==> config.mk <==
export PLATFORM = sky130hd
export DESIGN_NAME = enq_rr_arbiter_flat
export DESIGN_NICKNAME = d
export VERILOG_FILES = /design/src/rtl/enq_arb_pkg.sv /design/src/rtl/enq_rr_arbiter_if.sv /design/src/rtl/enq_rr_arbiter_rr_select.sv /design/src/rtl/enq_rr_arbiter.sv /design/src/flat_wrapper.sv
export SDC_FILE = /design/constraint.sdc
export NUM_CORES = 1
export LEC_CHECK = 0
export CORE_AREA = 10 10 119 202
export CTS_BUF_LIST = sky130_fd_sc_hd__clkbuf_8 sky130_fd_sc_hd__clkbuf_16
export CTS_CLUSTER_SIZE = 10
export DETAILED_ROUTE_END_ITERATION = 8
export DIE_AREA = 0 0 129 212
export PLACE_DENSITY = 0.59
export SLEW_MARGIN = 20
export SYNTH_ARGS = -nofsm -noshare
export SYNTH_HDL_FRONTEND = slang
export SYNTH_HIERARCHICAL = 1
export SYNTH_SLANG_ARGS = --single-unit
==> constraint.sdc <==
create_clock -name CLK -period 8 [get_ports CLK]
set_input_delay 1.2 -clock CLK [delete_from_list [all_inputs] [get_ports CLK]]
set_output_delay 1.2 -clock CLK [all_outputs]
set_load 0.01 [all_outputs]
==> src/rtl/enq_arb_pkg.sv <==
// Shared defaults for the four-way enqueue arbiter in front of the 38-bit one-entry FIFO.
package enq_arb_pkg;

    localparam int WIDTH = 38;
    localparam int NPORT = 4;
    localparam int IDXW  = $clog2(NPORT);

    typedef logic [WIDTH-1:0] payload_t;

endpackage

==> src/rtl/enq_rr_arbiter_if.sv <==
// ENA/RDY method ports of the arbiter: per-producer enq side plus the FIFO-facing enq side.
interface enq_rr_arbiter_if #(
    parameter int WIDTH = enq_arb_pkg::WIDTH,
    parameter int NPORT = enq_arb_pkg::NPORT
);

    localparam int IDXW = $clog2(NPORT);

    // in_* maps to in$enq__*, out_* maps to out$enq__* / out$grant
    logic [NPORT-1:0]       in_enq_ena;
    logic [NPORT*WIDTH-1:0] in_enq_v;
    logic [NPORT-1:0]       in_enq_rdy;
    logic                   out_enq_ena;
    logic [WIDTH-1:0]       out_enq_v;
    logic                   out_enq_rdy;
    logic [IDXW-1:0]        out_grant;

    modport master (
        output in_enq_ena, in_enq_v, out_enq_rdy,
        input  in_enq_rdy, out_enq_ena, out_enq_v, out_grant
    );

    modport slave (
        input  in_enq_ena, in_enq_v, out_enq_rdy,
        output in_enq_rdy, out_enq_ena, out_enq_v, out_grant
    );

endinterface

==> src/rtl/enq_rr_arbiter_rr_select.sv <==
// Round-robin pick: rotate the request vector so ptr+1 sits at bit 0, take the lowest set
// bit, then rotate the index back.
module rr_select #(
    parameter  int NPORT = enq_arb_pkg::NPORT,
    localparam int IDXW  = $clog2(NPORT)
) (
    input  logic [NPORT-1:0] req,
    input  logic [IDXW-1:0]  ptr,
    output logic             any,
    output logic [IDXW-1:0]  sel
);

    logic [IDXW-1:0]  start;
    logic [IDXW-1:0]  enc;
    logic [NPORT-1:0] rot;

    // NOTE: combinational blocks use blocking '=' so later statements see earlier results.
    always_comb begin
        start = ptr + 1'b1;
        rot   = NPORT'({req, req} >> start);
        enc   = '0;
        for (int i = NPORT - 1; i >= 0; i--) begin
            if (rot[i]) enc = IDXW'(i);
        end
        any = |req;
        sel = enc + start;
    end

endmodule

==> src/rtl/enq_rr_arbiter.sv <==
// Four one-entry holding slots drained round-robin into a single FIFO enq port.
module enq_rr_arbiter #(
    parameter int WIDTH = enq_arb_pkg::WIDTH,
    parameter int NPORT = enq_arb_pkg::NPORT
) (
    input logic             CLK,
    input logic             nRST,
    enq_rr_arbiter_if.slave bus
);

    localparam int IDXW = $clog2(NPORT);

    logic [NPORT-1:0] full_q, full_d;
    logic [WIDTH-1:0] data_q [NPORT];
    logic [WIDTH-1:0] data_d [NPORT];
    logic [IDXW-1:0]  ptr_q, ptr_d;
    logic [IDXW-1:0]  grant_q, grant_d;
    logic [IDXW-1:0]  sel;
    logic             any;
    logic             push;

    rr_select #(.NPORT(NPORT)) u_rr_select (
        .req (full_q),
        .ptr (ptr_q),
        .any (any),
        .sel (sel)
    );

    // Drain clears before refill sets, so a same-cycle drain+refill leaves the slot full.
    always_comb begin
        push    = any & bus.out_enq_rdy;
        full_d  = full_q;
        data_d  = data_q;
        ptr_d   = ptr_q;
        grant_d = grant_q;
        if (push) begin
            full_d[sel] = 1'b0;
            ptr_d       = sel;
            grant_d     = sel;
        end
        for (int i = 0; i < NPORT; i++) begin
            if (bus.in_enq_ena[i]) begin
                full_d[i] = 1'b1;
                data_d[i] = bus.in_enq_v[i*WIDTH +: WIDTH];
            end
        end
    end

    always_comb begin
        bus.in_enq_rdy = '0;
        for (int i = 0; i < NPORT; i++) begin
            bus.in_enq_rdy[i] = !full_q[i] | (push & (sel == IDXW'(i)));
        end
    end

    assign bus.out_enq_ena = push;
    assign bus.out_enq_v   = data_q[sel];
    assign bus.out_grant   = grant_d;

    // ptr resets to the last port so port 0 is searched first.
    always_ff @(posedge CLK or negedge nRST) begin
        if (!nRST) begin
            full_q  <= '0;
            ptr_q   <= IDXW'(NPORT - 1);
            grant_q <= '0;
        end else begin
            full_q  <= full_d;
            ptr_q   <= ptr_d;
            grant_q <= grant_d;
        end
    end

    // NOTE: payload storage is deliberately not reset; full_q alone says which slots are valid.
    always_ff @(posedge CLK) begin
        data_q <= data_d;
    end

    ena_without_rdy : assert property (@(posedge CLK) disable iff (!nRST)
        (bus.in_enq_ena & ~bus.in_enq_rdy) == '0);

endmodule

==> src/flat_wrapper.sv <==
// flat-port wrapper written by rule: the top's interface ports become plain ports
module enq_rr_arbiter_flat 
#(
    parameter int WIDTH = enq_arb_pkg::WIDTH,
    parameter int NPORT = enq_arb_pkg::NPORT
)
  (CLK, nRST, bus_in_enq_ena, bus_in_enq_v, bus_out_enq_rdy, bus_in_enq_rdy, bus_out_enq_ena, bus_out_enq_v, bus_out_grant);
  enq_rr_arbiter_if #(.WIDTH(WIDTH), .NPORT(NPORT)) bus_i ();
  input logic CLK;
  input logic nRST;
  input wire logic [$bits(bus_i.in_enq_ena)-1:0] bus_in_enq_ena;
  input wire logic [$bits(bus_i.in_enq_v)-1:0] bus_in_enq_v;
  input wire logic [$bits(bus_i.out_enq_rdy)-1:0] bus_out_enq_rdy;
  output wire logic [$bits(bus_i.in_enq_rdy)-1:0] bus_in_enq_rdy;
  output wire logic [$bits(bus_i.out_enq_ena)-1:0] bus_out_enq_ena;
  output wire logic [$bits(bus_i.out_enq_v)-1:0] bus_out_enq_v;
  output wire logic [$bits(bus_i.out_grant)-1:0] bus_out_grant;
  assign bus_i.in_enq_ena = bus_in_enq_ena;
  assign bus_i.in_enq_v = bus_in_enq_v;
  assign bus_i.out_enq_rdy = bus_out_enq_rdy;
  assign bus_in_enq_rdy = bus_i.in_enq_rdy;
  assign bus_out_enq_ena = bus_i.out_enq_ena;
  assign bus_out_enq_v = bus_i.out_enq_v;
  assign bus_out_grant = bus_i.out_grant;
  enq_rr_arbiter #(.WIDTH(WIDTH), .NPORT(NPORT)) u_core (.CLK(CLK), .nRST(nRST), .bus(bus_i));
endmodule
Yosys cells after proc, flatten, opt, wreduce, memory -nomap -nowiden --
Index checks and enable logic that the tools add are counted.
Storage, ports and cells: logic and storage cells 57, bits in registers 160, bits of input ports 159, output and inout port bits 45
Cells by class: shift-type cells 1, reduce and logical (&&, ||, !) cells 11, $add $sub $neg 2, eq/ne operators 3, muxes and demuxes 15, magnitude comparators 3, bitwise gates (word level) 12
Operator list (number):
- binary-select mux 38 bit (select 2 bit) | 1
- 2-to-1 mux 38 bit | 2
- 2-to-1 mux 2 bit | 5
- nonzero test 2 bit | 4
- >> shifter 8 x 2 -> 4 bit | 1
- bitwise AND 1 bit | 5
- 2-to-1 mux 1 bit | 5
- bitwise AND 4 bit | 1
- equality test 2 bit (second input constant) | 2
- logical NOT 1 bit | 4
- 2-to-1 mux 4 bit | 1
- NOT 4 bit | 1
- OR 1 bit | 4
- OR reduction 4 bit | 1
- greater-or-equal comparator 3 bit (second input constant) | 1
- < comparator 2 x 3 -> 1 bit (second input constant) | 1
- NOT 2 -> 3 bit | 1
- adder 2 x 1 -> 2 bit (second input constant) | 1
- adder 2 bit | 1
- demux 1 bit (select 2 bit) | 1
- equality test 2 x 1 -> 1 bit (second input constant) | 1
- greater-or-equal comparator 2 x 1 -> 1 bit (second input constant) | 1
- logical NOT 2 bit | 1
- logical AND 1 bit | 1

Depth between registers and ports, before layout --
Gate-level depths: netlist (run 1).
depth in word-level cells 15, gate-level depth with buffers 14, mapped depth without buffers 11

Hierarchy --
Netlist (run 1), hierarchy kept.
Modules (own cells, without submodules):
- enq_rr_arbiter | area an instance 5860.6 µm², cells an instance 228, seq. area each 4767.1 µm², instances 1
- rr_select | area an instance 206.4 µm², cells an instance 32, seq. area each 0.0 µm², instances 1

Worst setup path after synthesis (run 1) --
No wires, ideal clock.
path kind reg2out, start point reg u_core.ptr_q[0], end point out bus_out_enq_v[0], stages on the path, launching flop included 13, arrival time 2511 ps, required time 6800 ps, path buffers 3, path slack 4289 ps, cell sequence dfstp_2 -> buf_6 -> nor3b_1 -> a211oi_1 -> a21oi_1 -> a211o_1 -> ha_1 -> xor2_1 -> xnor2_1 -> xnor2_1 -> buf_2 -> buf_2 -> mux4_2
On the way: longest elaborated chain between the ends 11
RTL lines:
- from (decl) | RTL line enq_rr_arbiter.sv:16 | logic [IDXW-1:0] ptr_q, ptr_d;
- from (signal assigned) | RTL line enq_rr_arbiter.sv:64 | ptr_q <= IDXW'(NPORT - 1);
- from (signal assigned) | RTL line enq_rr_arbiter.sv:68 | ptr_q <= ptr_d;
- adder 2 x 1 -> 2 bit (*) | RTL line enq_rr_arbiter_rr_select.sv:19 | start = ptr + 1'b1;
- >> shifter 8 x 2 -> 4 bit | RTL line enq_rr_arbiter_rr_select.sv:20 | rot = NPORT'({req, req} >> start);
- 2-to-1 mux 2 bit (4 in series) | RTL line enq_rr_arbiter_rr_select.sv:23 | if (rot[i]) enc = IDXW'(i);
- adder 2 bit (*) | RTL line enq_rr_arbiter_rr_select.sv:26 | sel = enc + start;
- net u_core.sel[1] | RTL line enq_rr_arbiter.sv:18 | logic [IDXW-1:0] sel;
- NOT 2 -> 3 bit (not written as such) (*) | RTL line enq_rr_arbiter.sv:57 | assign bus.out_enq_v = data_q[sel];
- binary-select mux 38 bit (select 2 bit) (*) | RTL line enq_rr_arbiter.sv:57
- 2-to-1 mux 38 bit (not written as such) (*) (2 in series) | RTL line enq_rr_arbiter.sv:57
- to (decl) | RTL line flat_wrapper.sv:16 | output wire logic [$bits(bus_i.out_enq_v)-1:0] bus_out_enq_v;
Mark *: on every way through the listed nets, which the timed path passes. The rest lies on a longest branch. The select of a mux whose other input is x is not followed.

Final worst setup path (run 1) --
start point reg u_core.ptr_q[0], end point out bus_out_enq_v[21]
Same word-level chain as after synthesis.

==> results by group, run 1 <==
Clocking
  – Clock sinks: 160
  – Clock root buffer: clkbuf_16
  – Num CTS Buffers: 17
  – Post-cts sizing count: 0
  – CTS tree: done
  – CTS clock-pin slew for the worst setup and hold paths: 0.07 ns
  – Clk Latency, worst-skew pair: 0.42 ns
  – H-Tree Depth: 4
  – Max clock buf depth: 2
  – Post-CTS Setup Bufs: 0
  – # hold bufs at CTS: 0

Timing
  – Skew final: 0.00259 ns
  – Max Slew Vio Count: 0
  – Sum Neg Setup Slack: 0 ns
  – Max-slew headroom: 42.5%
  – Setup-failing EPs final: 0
  – Final Hold Fails: 0
  – Final setup margin: 2.75 ns
  – Fmax: 190 MHz
  – Shortest period the worst path allows: 5.25 ns
  – Worst slew pin tran: 0.862 ns
  – RSZ-0062 raised after global routing: no
  – Crit share post-route: 65.6%

Route
  – Vias: 3404
  – DR DRC count: 0
  – ANT nets after route: 0
  – Vias/cell: 4.58
  – Drt wl/cell: 23.9 um
  – Initial drt markers: 195
  – Wirelength, routed: 17700 um
  – TritonRoute pass-1 iters: 6

Min path
  – Hold Path Class: reg2reg

Worst setup path
  – Kind of critical path: reg2out
  – Crit path DAT: 4.05 ns
  – CP Data Required Time: 6.80 ns
  – Crit Path Max Fanout: 43
  – Crit path launch type: register
  – CP Capture Type: output pin

Power and ir drop
  – Max VDD drop: 0.312 mV
  – Static leakage: 3.07 nW
  – Power per cell area: 448 nW/um^2

Place
  – Dpl hpwl: 12700 um
  – GP Congestion: 0.760
  – Post-Place Setup Slack: 3.18 ns
  – IO Port Bufs: 203
  – Area post-placement: 8300 sq um
  – Placed insts: 705

Synth
  – Commonest cells post-synth: edfxtp_1, mux4_2, a21o_1, nor2_1, nand2_1
  – Compound-Gate Fraction of Synth Area: 2.06%
  – Post-synth top area cell: edfxtp_1
  – Post-synthesis sequential area ratio: 78.6%
  – Most frequent cell after synthesis: edfxtp_1
  – Adder-Cell Fraction of Synth Area: 0.206%
  – Post-Syn Area: 6070 sq um
  – Multiplexer share of the synthesized area: 14.1%
  – Register bit total from synthesis: 160
  – Syn Area/Cell: 23.3 sq um
  – Yosys warns: 6
  – Synth Flop Type: edfxtp_1
  – Top-area cell type share of the netlist area: 75.2%
  – Main combinational cell family by area after synthesis: multiplexers
  – Syn_nets: 420
  – EDFF count, synth: 152
  – Top post-synthesis cells by area: edfxtp_1, mux4_2, dfrtp_1
  – Synth Area in XOR/XNOR: 0.433%
  – Netlist cell types: 30
  – Cells after Synth: 260
  – Synth Area in Simple Gates: 2.27%
  – Share of synthesized registers carrying an async set or reset: 5.00%

Die
  – Die H: 212 um
  – Die area: 27300 sq um
  – # IOs: 204
  – CORE AREA: 20700 sq um
  – Placement row count: 70
  – Initial Utilization: 29.4%
  – Die width: 129 um

Cells and area
  – Area Growth Syn to Fin: 47.2%
  – Final non-filler cell total: 743
  – Final Instance Area: 8930 sq um
  – Nets@finish: 632
  – FF+latch area: 4770 sq um
  – Multi-input gate area: 1180 sq um
  – Fillers: 1819
  – Layout cell share with drive strength beyond 1: 16.9%

Global route
  – Initial antenna violation count: 7
  – Tot GR Track Use: 13.0%
  – Total gr overflow: 0
  – First-pass GRT wire length: 25300 um
  – Largest net degree at the start of global routing: 44
  – Vias in the first global route: 3924

Job
  – Max Cap Viol: 0

Status
  – Status: complete, no violations
[path summary, 6_finish.rpt]
| kind | endpoint | slack (ns) | depth (start not counted) | start |
|---|---|---|---|---|
| worst min-delay path | u_core/grant_q[0] | 0.48 | 1 | u_core/grant_q[0] |
| min in group asynchronous | u_core/grant_q[1] | 1.05 | 1 | nRST |
| worst max-delay path | bus_out_enq_v[21] | 2.75 | 11 | u_core/ptr_q[0] |
| worst max register to register | u_core/full_q[3] | 4.82 | 11 | u_core/ptr_q[0] |
| max in group asynchronous | u_core/ptr_q[0] | 6.66 | 1 | nRST |
| worst min register to register | u_core/grant_q[0] | 0.48 | 1 | u_core/grant_q[0] |
[state kept, by name, indices dropped and copies added, names as in the netlist]
name / count
u_core/grant_q: 2
u_core/full_q: 4
u_core/data_q: 152
u_core/ptr_q: 2
[logic make-up (layout without fill, tap and decap cells)]
| group | count (synthesis) | count (layout) |
|---|---|---|
| other | 0 | 6 |
| xor gates and xnor gates | 3 | 3 |
| DFF | 160 | 160 |
| muxes | 38 | 38 |
| AOI/OAI and AO/OA | 17 | 17 |
| buffers and inverters | 15 | 240 |
| and+or+nand+nor | 26 | 26 |
| adders and majority gates | 1 | 1 |
[routing by layer]
metal / up-vias / wire length [um] / share of wire (%) / global-route usage [%]
met1: 1750 / 5520 / 31 / 11.5
met3: 22 / 938 / 5.3 / 3.99
met4: 2 / 402 / 2.3 / 7.44
met5: - / 13 / 0.073 / 0
met2: 108 / 10900 / 61 / 25.0
li1: 1522 / - / - / -
[report_power, final]
| part | internal, mW | total [mW] | switching, mW | leakage, nW |
|---|---|---|---|---|
| Combinational | 1.21 | 2.10 | 0.896 | 1.21 |
| Clock | 0.495 | 0.837 | 0.342 | 0.290 |
| Sequential | 1.01 | 1.07 | 0.0554 | 1.57 |
| Total | 2.71 | 4.00 | 1.29 | 3.07 |
[worst max-delay path, stage by stage (launching register included)]
cell and delay [ns]:
dfstp_2 0.65, nor3b_1 0.10, a211oi_1 0.27, a21oi_1 0.08
a211o_1 0.31, ha_4 0.17, xor2_1 0.14, xnor2_1 0.25
xnor2_2 0.14, buf_4 0.54, mux4_2 0.40, clkdlybuf4s50_1 0.55
[placed cells by master (no fill, tap or decap), drive strengths merged]
cell	synthesis	routed
diode	0	6
nor2	8	8
clkinvlp	0	3
dfstp	2	2
nand4b	2	2
a21o	8	8
mux4	38	38
a211oi	1	1
buf	13	7
nor2b	1	1
nand4	1	1
a21oi	2	2
dfrtp	6	6
nor3	1	1
o21ai	1	1
inv	2	7
xor2	1	1
bufinv	0	3
nand4bb	1	1
o22ai	1	1
clkdlybuf4s50	0	199
nand2	7	7
xnor2	2	2
o21a	1	1
ha	1	1
and3	2	2
nor4	2	2
o211ai	1	1
a31oi	1	1
clkinv	0	4
a211o	1	1
edfxtp	152	152
nor3b	1	1
clkbuf	0	17
[area by class of cell]
type	instances	share of cell area, %
antenna	6	0.168
clock buffer	17	4.76
clock inverter	15	2.03
inverter	2	0.0841
multi-input combinational	85	13.2
sequential	160	53.4
tap	252	3.53
timing repair buffer	206	22.8
[through the flow]
stage	util, %	hold WS, ns	power [mW]
final	43.2	0.483	4.00
after global routing	43.2	0.511	4.20
after CTS	43.1	0.487	4.09
after detailed placement	40.2	0.473	3.24
after global placement	40.2	0.458	3.22
after floorplan	-	0.466	2.29
(Power assumes the default switching activity.)
==> run 2, diff against run 1 <==
Settings changed: PLACE_DENSITY 0.59 to 0.61.
Clock period 8 ns to 4.7 ns, I/O delays scaled along.
==> run 2 against run 1 <==
Effect of this change: clock power rose by 64%; first-iteration DRC count rose by 24%; global-route usage decreased by 0.066 points; register-to-register slack worse by 3.0 ns; clock skew decreased by 0.0010 ns; flip-flop and latch count unchanged; critical path depth did not move; power grew 72%; worst setup slack lost 2.4 ns; wire length fell by 1.4%; critical endpoint is now bus_out_enq_v[2]; largest cell class unchanged; largest power group unchanged; highest routed layer unchanged.
==> results by group, run 2 (same netlist as run 1, synthesis figures left out) <==
Status
  – Status: complete, no violations

Global route
  – Initial antenna violation count: 6
  – Vias in the first global route: 3887
  – Total gr overflow: 0
  – First-pass GRT wire length: 25200 um
  – Largest net degree at the start of global routing: 44
  – Tot GR Track Use: 13.0%

Place
  – IO Port Bufs: 203
  – Dpl hpwl: 12700 um
  – GP Congestion: 0.777
  – Area post-placement: 8330 sq um

Worst setup path
  – Kind of critical path: reg2out
  – CP Data Required Time: 3.99 ns
  – Crit path DAT: 3.68 ns
  – Worst path max stage delay: 0.65 ns
  – FF-to-FF End: u_core/full_q[3]
  – Reg2reg start: u_core/ptr_q[0]
  – Crit path launch type: register
  – Reg2reg path depth: 11
  – CP Capture Type: output pin
  – Crit Path Max Fanout: 43
  – Crit-path cells: nor3b_1 > a211oi_1 > a21oi_1 > a211o_1 > ha_4 > xor2_1 > xnor2_1 > xnor2_2 > buf_12 > mux4_2 > clkdlybuf4s50_1
  – R2R setup slack: 1.83 ns
  – Slowest cell on the critical path: dfstp_2

Power and ir drop
  – Power per cell area: 769 nW/um^2
  – Static leakage: 3.08 nW
  – Max VDD drop: 0.779 mV

Min path
  – Min-delay src: u_core/grant_q[0]
  – Hold Path Class: reg2reg
  – Worst Hold Path Cells: 1
  – Hold Path End: u_core/grant_q[0]

Clocking
  – CTS tree: done
  – Clock root buffer: clkbuf_16
  – H-Tree Depth: 4
  – Clock sinks: 160
  – Clk Latency, worst-skew pair: 0.42 ns
  – Max clock buf depth: 2
  – Post-CTS Setup Bufs: 0
  – # hold bufs at CTS: 0
  – Num CTS Buffers: 17
  – Post-cts sizing count: 0
  – CTS clock-pin slew for the worst setup and hold paths: 0.06 ns

Cells and area
  – Largest register by flop count: u_core/data_q
  – Most frequent cells in the layout: clkdlybuf4s50_1, edfxtp_1, mux4_2, clkbuf_16
  – Largest register FFs: 152
  – Commonest non-fill, non-tap cell in the layout: clkdlybuf4s50_1
  – Layout cell share with drive strength beyond 1: 16.7%
  – Area Growth Syn to Fin: 47.2%
  – Final Instance Area: 8930 sq um
  – Nets@finish: 632
  – Biggest regs: u_core/data_q (152), u_core/full_q (4)

Die
  – Die area: 27300 sq um
  – # IOs: 204
  – CORE AREA: 20700 sq um
  – Die H: 212 um
  – Initial Utilization: 29.4%
  – Die width: 129 um
  – Placement row count: 70

Timing
  – Fin Hold WS: 0.481 ns
  – Setup-failing EPs final: 0
  – Worst slew pin tran: 0.659 ns
  – Crit share post-route: 93.3%
  – Fmax: 228 MHz
  – Shortest period the worst path allows: 4.39 ns
  – Final Hold Fails: 0
  – Skew final: 0.00154 ns
  – RSZ-0062 raised after global routing: no
  – Sum Neg Setup Slack: 0 ns
  – Max Slew Vio Count: 0
  – Max-slew headroom: 56.0%

Route
  – Initial drt markers: 242
  – DR DRC count: 0
  – Vias: 3367
  – Vias/cell: 4.54
  – ANT nets after route: 0
  – TritonRoute pass-1 iters: 4
  – Drt wl/cell: 23.6 um
  – Wirelength, routed: 17500 um

Job
  – Max Cap Viol: 0
-- run 2: cell count changes in the layout (fill, tap and decap cells not counted) --
cell,delta
buf_12,+2
buf_2,-2
bufinv_16,-1
clkinv_1,+1
clkinv_4,+2
clkinvlp_4,-2
diode_2,-2
-- run 2: cell type report --
class / count / area [sq um]
Antenna cell: 4 / 10.0
Inverter: 2 / 7.51
Timing Repair Buffer: 206 / 2070
Clock inverter: 15 / 158
Multi-Input combinational cell: 85 / 1180
Fill cell: 1832 / 11700
Tap cell: 252 / 315
Sequential cell: 160 / 4770
Clock buffer: 17 / 425
-- run 2: worst max-delay path by stage --
stage                         start  depth (start not counted)  slack [ns]                 to
detailed placement  u_core/ptr_q[0]                          8        0.71  bus_out_enq_v[10]
global placement    u_core/ptr_q[0]                          8        0.73  bus_out_enq_v[10]
floorplan           u_core/ptr_q[0]                         12        1.48   bus_out_enq_v[0]
global route        u_core/ptr_q[0]                          8        0.13  bus_out_enq_v[31]
finish              u_core/ptr_q[0]                         11        0.31   bus_out_enq_v[2]
CTS                 u_core/ptr_q[0]                          8        0.25  bus_out_enq_v[10]
-- run 2: routing by layer --
| metal | share of wire, % | GRT usage, % |
|---|---|---|
| met5 | 0.18 | 0 |
| met1 | 31 | 11.6 |
| met4 | 2.8 | 6.46 |
| met3 | 6.1 | 4.41 |
| met2 | 60 | 24.8 |
-- run 2: power breakdown --
| group | leakage (nW) | switching (mW) | internal, mW |
|---|---|---|---|
| clock network | 0.285 | 0.580 | 0.789 |
| logic | 1.22 | 1.55 | 2.14 |
| registers | 1.57 | 0.0903 | 1.72 |
| total | 3.08 | 2.22 | 4.65 |
-- run 2: through the flow --
stage | setup slack (ns) | power, mW | std cells | util, %
2_1_floorplan | 1.48 | 3.91 | 260 | -
3_3_place_gp | 0.731 | 5.59 | 705 | 40.3
3_5_place_dp | 0.711 | 5.64 | 705 | 40.3
4_1_cts | 0.246 | 7.02 | 737 | 43.1
5_1_grt | 0.125 | 7.22 | 740 | 43.2
6_report | 0.313 | 6.87 | 741 | 43.2
-- run 2: critical path: cells and delay by family, from the launching register on --
kind / cells / cell delay, ns
multiplexers: 1 / 0.35
buffers and inverters: 2 / 0.82
AND/OR/NAND/NOR: 1 / 0.09
adder cells (fa/ha/maj): 1 / 0.17
AO/OA/AOI/OAI: 3 / 0.61
XOR/XNOR: 3 / 0.54
flip-flops: 1 / 0.65
==> run 3, diff against run 2 <==
Clock period 4.7 ns to 3.6 ns, I/O delays scaled along.
==> run 3 against run 2 <==
Effect of this change: the run now ends with setup timing left; sequential power is 30% higher; flip-flop and latch count stayed put; power is 49% higher; combinational power is 66% higher; global-route usage is 0.29 points higher; cell count is 3.1% higher; critical path depth is 5 higher; register-to-register slack worse by 1.2 ns; first-iteration DRC count is 25% lower; non-clock buffer count is 27 higher; critical path type unchanged; critical endpoint is now bus_out_enq_v[27].
==> results by group, run 3 (same netlist as run 1, synthesis figures left out) <==
Power and ir drop
  – Internal Power: 6.87 mW
  – Max VDD drop: 0.602 mV
  – Power per cell area: 1100 nW/um^2
  – Logic pwr share: 60.0%
  – Switching part of the total: 32.7%
  – Total Power Consumption: 10.2 mW
  – Clk pwr share: 17.0%
  – P_sw: 3.33 mW
  – Static leakage: 3.32 nW
  – Flop pwr share: 23.0%

Worst setup path
  – Most frequent CP cell: buf_6
  – Critical path origin: u_core/ptr_q[0]
  – CP Capture Type: output pin
  – Kind of critical path: reg2out
  – CP Data Required Time: 3.06 ns
  – Crit Path Max Fanout: 8
  – Reg2reg path depth: 17
  – Worst path buffer plus inverter count: 6
  – Crit path DAT: 3.24 ns
  – Worst path max stage delay: 0.60 ns
  – FF-to-FF End: u_core/full_q[2]
  – Slowest cell on the critical path: dfstp_2
  – Critical Path Sink: bus_out_enq_v[27]
  – CP Depth: 16
  – Crit-path cells: buf_6 > nand2_2 > nor2_2 > a21oi_2 > a21oi_1 > a211o_1 > ha_4 > xor2_4 > xnor2_2 > xnor2_2 > buf_4 > buf_6 > buf_12 > buf_12 > mux4_2 > buf_6
  – Largest delay contributor family on the critical path: buffers and inverters
  – R2R setup slack: 0.68 ns
  – Reg2reg start: u_core/ptr_q[0]
  – Crit path launch type: register

Cells and area
  – Largest register FFs: 152
  – Layout cell share with drive strength beyond 1: 30.9%
  – Most frequent cells in the layout: clkdlybuf4s50_1, edfxtp_1, mux4_2, buf_6, buf_4
  – Antenna diode count: 0
  – Biggest regs: u_core/data_q (152), u_core/full_q (4)
  – Largest register by flop count: u_core/data_q
  – Final non-filler cell total: 764
  – Nets@finish: 659
  – Fillers: 1823
  – Area Growth Syn to Fin: 52.8%
  – Final Instance Area: 9270 sq um
  – Commonest non-fill, non-tap cell in the layout: clkdlybuf4s50_1

Min path
  – Hold Path Class: in2async

Place
  – Area post-placement: 8400 sq um
  – Dpl hpwl: 12700 um
  – Placed insts: 712
  – IO Port Bufs: 203
  – GP Congestion: 0.797
  – Post-Place Setup Slack: -0.0497 ns

Die
  – Die width: 129 um
  – Placement row count: 70
  – # IOs: 204
  – Die H: 212 um
  – Die area: 27300 sq um
  – Initial Utilization: 29.4%
  – CORE AREA: 20700 sq um

Clocking
  – Clk Latency, worst-skew pair: 0.43 ns
  – Clock sinks: 160
  – Clock root buffer: clkbuf_16
  – H-Tree Depth: 4
  – # hold bufs at CTS: 0
  – Max clock buf depth: 2
  – CTS tree: done
  – CTS clock-pin slew for the worst setup and hold paths: 0.06 ns
  – Num CTS Buffers: 17

Route
  – ANT nets after route: 0
  – Vias/cell: 4.62
  – Vias: 3528
  – DR DRC count: 0
  – TritonRoute pass-1 iters: 4
  – Wirelength, routed: 18300 um
  – Drt wl/cell: 23.9 um
  – Initial drt markers: 182

Timing
  – Skew final: 0.00496 ns
  – Fmax: 264 MHz
  – Shortest period the worst path allows: 3.78 ns
  – RSZ-0062 raised after global routing: yes
  – Setup-failing EPs final: 34
  – Final Hold Fails: 0
  – Final setup margin: -0.182 ns
  – Sum Neg Setup Slack: -3.52 ns
  – Max-slew headroom: 55.7%
  – Crit share post-route: 105%
  – Max Slew Vio Count: 0
  – Worst slew pin tran: 0.664 ns

Global route
  – Tot GR Track Use: 13.3%
  – Total gr overflow: 0
  – Vias in the first global route: 4064
  – Largest net degree at the start of global routing: 40
  – First-pass GRT wire length: 25700 um
  – Initial antenna violation count: 2

Status
  – Status: finished with violations
  – Failing checks: setup timing

Job
  – Max Cap Viol: 0
## run 3: cell count changes in the layout (fill, tap and decap cells not counted), sizes merged
cell and change:
diode -4, clkinv +2, inv -3, clkbuf +1, clkinvlp +1, buf +69, clkdlybuf4s50 -43
## run 3: worst min-delay path by stage
stage	from	endpoint	slack [ns]	cells after the start
after floorplan	nRST	u_core/full_q[0]	0.24	0
after global placement	u_core/grant_q[1]	u_core/grant_q[1]	0.46	1
after detailed placement	u_core/grant_q[1]	u_core/grant_q[1]	0.46	1
after CTS	nRST	u_core/full_q[1]	0.38	1
after global routing	nRST	u_core/grant_q[0]	0.40	1
final	nRST	u_core/grant_q[0]	0.39	1
## run 3: per-stage QoR
step | hold slack [ns] | util, %
final | 0.392 | 44.8
after global routing | 0.396 | 44.8
after global placement | 0.463 | 40.7
after floorplan | 0.244 | -
after detailed placement | 0.462 | 40.7
after CTS | 0.378 | 43.9
## run 3: metal layers
metal	GRT usage (%)	share of wire, %
met1	12.0	31
met2	25.4	61
met3	4.34	5.7
met4	6.18	2.7
met5	0	0.12
## run 3: final cells by class
cell class / instances / area (sq um) / share of cell area [%]
clock buffer: 17 / 425 / 4.59
clock inverter: 15 / 144 / 1.55
inverter: 2 / 7.51 / 0.0810
multi-input combinational: 85 / 1230 / 13.3
sequential: 160 / 4770 / 51.4
tap: 252 / 315 / 3.40
timing repair buffer: 233 / 2380 / 25.7
## run 3: worst register-to-register path, cell delays in order, from the launching register on
cell	delay, ns
dfstp_2	0.60
buf_6	0.14
nand2_2	0.04
nor2_2	0.13
a21oi_2	0.05
a21oi_1	0.13
a211o_1	0.15
ha_4	0.16
xor2_4	0.17
xnor2_2	0.15
xnor2_2	0.15
buf_4	0.14
buf_6	0.10
buf_12	0.13
buf_4	0.12
nand4b_1	0.12
buf_4	0.16
a21o_1	0.17
## run 3: power by group through the flow
stage               clock network (mW)  registers (mW)  logic [mW]
floorplan                            0            2.34        2.76
global placement                     0            2.36        5.12
detailed placement                   0            2.38        5.15
CTS                               1.78            2.34        5.76
global route                      1.86            2.37        6.49
finish                            1.74            2.35        6.12
## run 3: timing repair
item	in CTS	in global routing
pin swaps	7	4
gates resized for setup	199	39
gates cloned	2	1
hold endpoints to repair	0	0
buffers inserted	12	7
setup endpoints to repair	44	44
